==> src/rtl/regfile_mp.sv <==
// Register file with two registered read ports, one write port, and per-register "written" flags.
// Define REGFILE_BYPASS_EN for write-first collisions; leave it undefined for read-first.
module regfile_mp #(
    parameter int N = 16,
    parameter int A = 3
) (
    input  logic              clk,
    input  logic              reset,
    input  logic              write,
    input  logic [A-1:0]      writenum,
    input  logic [N-1:0]      data_in,
    input  logic              read_a,
    input  logic [A-1:0]      readnum_a,
    input  logic              read_b,
    input  logic [A-1:0]      readnum_b,
    output logic [N-1:0]      data_out_a,
    output logic [N-1:0]      data_out_b,
    output logic [(2**A)-1:0] written
);
    localparam int D = 2 ** A;

    logic [N-1:0] regs_q [D];
    logic [N-1:0] data_out_a_q, data_out_a_d;
    logic [N-1:0] data_out_b_q, data_out_b_d;
    logic [D-1:0] written_q, written_d;
    logic [D-1:0] we_d;

    always_comb begin
        we_d = '0;
        we_d[writenum] = write;
        written_d = written_q | we_d;
    end

    // Read mux per port; a same-edge write to the read address is forwarded only in bypass builds.
    always_comb begin
        data_out_a_d = regs_q[readnum_a];
        data_out_b_d = regs_q[readnum_b];
`ifdef REGFILE_BYPASS_EN
        if (write && (writenum == readnum_a)) data_out_a_d = data_in;
        if (write && (writenum == readnum_b)) data_out_b_d = data_in;
`endif
    end

    always_ff @(posedge clk or posedge reset) begin
        if (reset) begin
            for (int i = 0; i < D; i++) regs_q[i] <= '0;
            data_out_a_q <= '0;
            data_out_b_q <= '0;
            written_q    <= '0;
        end else begin
            for (int i = 0; i < D; i++) begin
                if (we_d[i]) regs_q[i] <= data_in;
            end
            if (read_a) data_out_a_q <= data_out_a_d;
            if (read_b) data_out_b_q <= data_out_b_d;
            written_q <= written_d;
        end
    end

    assign data_out_a = data_out_a_q;
    assign data_out_b = data_out_b_q;
    assign written    = written_q;
endmodule

==> config.mk <==
export PLATFORM = sky130hd
export DESIGN_NAME = regfile_mp
export DESIGN_NICKNAME = d
export VERILOG_FILES = /design/src/rtl/regfile_mp.sv
export SDC_FILE = /design/constraint.sdc
export NUM_CORES = 1
export LEC_CHECK = 0
export BUFFER_PORTS_ARGS = -buffer_cell sky130_fd_sc_hd__buf_2
export CAP_MARGIN = 20
export CELL_PAD_IN_SITES_DETAIL_PLACEMENT = 1
export CELL_PAD_IN_SITES_GLOBAL_PLACEMENT = 2
export CORE_ASPECT_RATIO = 0.6
export CORE_MARGIN = 4
export CORE_UTILIZATION = 45
export DETAILED_ROUTE_END_ITERATION = 10
export GPL_TIMING_DRIVEN = 0
export PLACE_DENSITY_LB_ADDON = 0.12
export SYNTH_ARGS = -nofsm -noshare
export SYNTH_HDL_FRONTEND = slang
export SYNTH_SLANG_ARGS = --single-unit
==> constraint.sdc <==
create_clock -name clk -period 9.7 [get_ports clk]
set_clock_uncertainty 0.1 [all_clocks]
set_input_delay 0 -clock clk [delete_from_list [all_inputs] [get_ports clk]]
set_output_delay 0 -clock clk [all_outputs]
set_load 0.01 [all_outputs]
==> results.json <==
{
  "status": "finished, violations left",
  "violations": "negative hold slack",
  "cts_setup_buffers": 0,
  "relSlewSlack_pct": 35.3,
  "grt_pass1_vias": 6837,
  "async_flop_share_pct": 100,
  "finalHoldViolCount": 3,
  "synth_common_cells": "dfrtp_1, mux2_2, mux2i_1",
  "cts-buffers-inserted": 17,
  "die-area_sq_mm": 0.0213,
  "drt_iter0_drc": 507,
  "yosysWarnings": 0,
  "finalWeightedCongestion": 0.820,
  "io_pins": 70,
  "via_per_inst": 6.12,
  "hold_buffers": 27,
  "wl_per_cell_um": 28.7,
  "setup-violations-final": 0,
  "post_cts_resized": 0,
  "pre_cts_ws_ps": 7720,
  "drtPass1Iterations": 5,
  "cts_tree": "yes",
  "p_per_area_mw_per_mm2": 210,
  "antenna_found_initial": 0,
  "fillers": 1887,
  "clk_latency_ps": 450,
  "htree_levels": 4,
  "clockBufferDepth": 2,
  "overflow": 0,
  "start_util_pct": 46.6,
  "die_w_um": 186,
  "layout_min_cycle_time_ps": 2310,
  "ir_drop_mv": 0.145,
  "grt_max_degree": 124,
  "leakage_nw": 4.59,
  "yosysTopAreaCell": "dfrtp_1",
  "synthesis.nets": 693,
  "syn_inst": 663,
  "yosysMostFrequentCell": "dfrtp_1",
  "coreArea_sq_mm": 0.0184,
  "drv_slew": 0,
  "maxCapViolations": 0,
  "criticalPathCategory": "input port to register",
  "final_util_pct": 54.7,
  "root_buffer": "clkbuf_16",
  "setup_tns_ps": 0,
  "final_nets": 799,
  "avgSynthCellArea_sq_um": 12.9,
  "max_freq_ghz": 0.432,
  "synth_ff_type": "dfrtp_1",
  "fp.dieH_um": 115,
  "ys_ff_latch": 168,
  "holdCritPathClass": "input port to asynchronous set/reset pin",
  "path_clk_slew_ps": 70,
  "critical_path_required_ps": 9930,
  "synth_edf_count": 0,
  "synthToLayoutAreaGrowth_pct": 17.6,
  "ant_nets": 0,
  "cts.sink_count": 168,
  "setup_slack_ps": 7390,
  "arrival_ps": 2540,
  "dpl.hpwl_um": 18800,
  "drc": 0,
  "finalCritPeriodShare_pct": 23.9,
  "whs_ps": -5.08,
  "drive_above_1_share_pct": 35.2,
  "synth_area_leaders": "dfrtp_1, mux2_2, mux2i_1, nor2b_1, a41o_1",
  "tightest_slew_ps": 970,
  "startpoint_type": "input port",
  "post-synth-top-area-fraction_pct": 49.2,
  "endpoint_kind": "register",
  "yosysSeqAreaShare_pct": 49.2,
  "worstPathMaxFanout": 10,
  "track_usage_pct": 28.5,
  "fp-row-count": 38,
  "grt_pass1_wl_um": 44000,
  "diodes": 0,
  "netlist-cell-type-count": 24,
  "wl_um": 29300,
  "port_buffers": 59,
  "synth_area_sq_mm": 0.00855,
  "rsz0062_at_grt": "no",
  "vias": 6249
}
-- flip-flops by register name, summed over array words and instances (netlist names) --
| register | cells |
|---|---|
| written | 8 |
| data_out_b | 16 |
| data_out_a | 16 |
| regs_q | 128 |
-- final timing paths --
path                                   startpoint                         end  slack, ps  cells after the start
max                                  readnum_a[1]  data_out_a[12]$_DFFE_PP0P_       7390                      7
max in group asynchronous                   reset     regs_q[120]$_DFFE_PP0P_       8520                      4
min in group clk                      writenum[0]     regs_q[109]$_DFFE_PP0P_         30                      4
min reg2reg                  written[4]$_DFF_PP0_        written[4]$_DFF_PP0_        370                      1
min                                         reset      regs_q[60]$_DFFE_PP0P_         -5                      3
max reg2reg                regs_q[60]$_DFFE_PP0P_  data_out_b[12]$_DFFE_PP0P_       7930                      4
-- stage by stage --
step	area [sq um]	std cells	power [mW]
6_report	10000	1021	2.10
3_5_place_dp	9180	963	1.39
4_1_cts	10000	1021	2.11
2_1_floorplan	8550	663	1.23
3_3_place_gp	9140	962	1.35
5_1_grt	10000	1021	2.19
-- critical path, cell delays in order --
cell,delay [ps]
dlygate4sd3_1,540
buf_2,290
nor2b_1,170
clkbuf_1,500
a22oi_1,230
a41o_1,260
dlygate4sd3_1,550
-- cell families (layout without fill, tap and decap cells) --
family | Yosys count | in the layout | share of synthesized area, %
AO/OA/AOI/OAI | 96 | 96 | 9.84
buffers and inverters | 55 | 173 | 3.65
flip-flops | 168 | 168 | 49.2
multiplexers | 224 | 224 | 28.1
AND/OR/NAND/NOR | 120 | 120 | 9.22
-- report_power, final --
part	internal [mW]	leakage, nW	switching [mW]
clock	0.406	0.288	0.303
sequential	0.844	2.00	0.110
combinational	0.231	2.30	0.211
total	1.48	4.59	0.624
-- placed cells by master (no fill, tap or decap), types with 4 or more instances in the layout --
cell / count
buf_2: 85
nor2b_1: 66
clkbuf_1: 10
dfrtp_1: 168
clkbuf_8: 4
dlygate4sd3_1: 27
nand3_1: 32
buf_4: 11
a211o_1: 32
mux2i_1: 96
clkbuf_16: 17
buf_6: 4
nand2b_1: 6
or2_2: 4
mux2_2: 128
a41o_1: 32
a22oi_1: 32
-- cell type report --
class	instances	area [sq um]	area share (%)
inverters	1	11.3	0.112
well taps	240	300	2.99
flip-flops and latches	168	4200	41.8
clock inverters	10	119	1.18
multi-input cells	440	4030	40.1
repair buffers	87	593	5.90
clock buffers	21	480	4.78
plain buffers	54	308	3.06
-- layer usage --
layer	up-vias	part of all wire, %	global-route usage (%)
li1	2686	-	-
met1	3314	47	41.1
met2	211	45	44.2
met3	38	6.6	6.07
met4	0	1.7	7.57
met5	-	0	0
(Power assumes the default switching activity.)
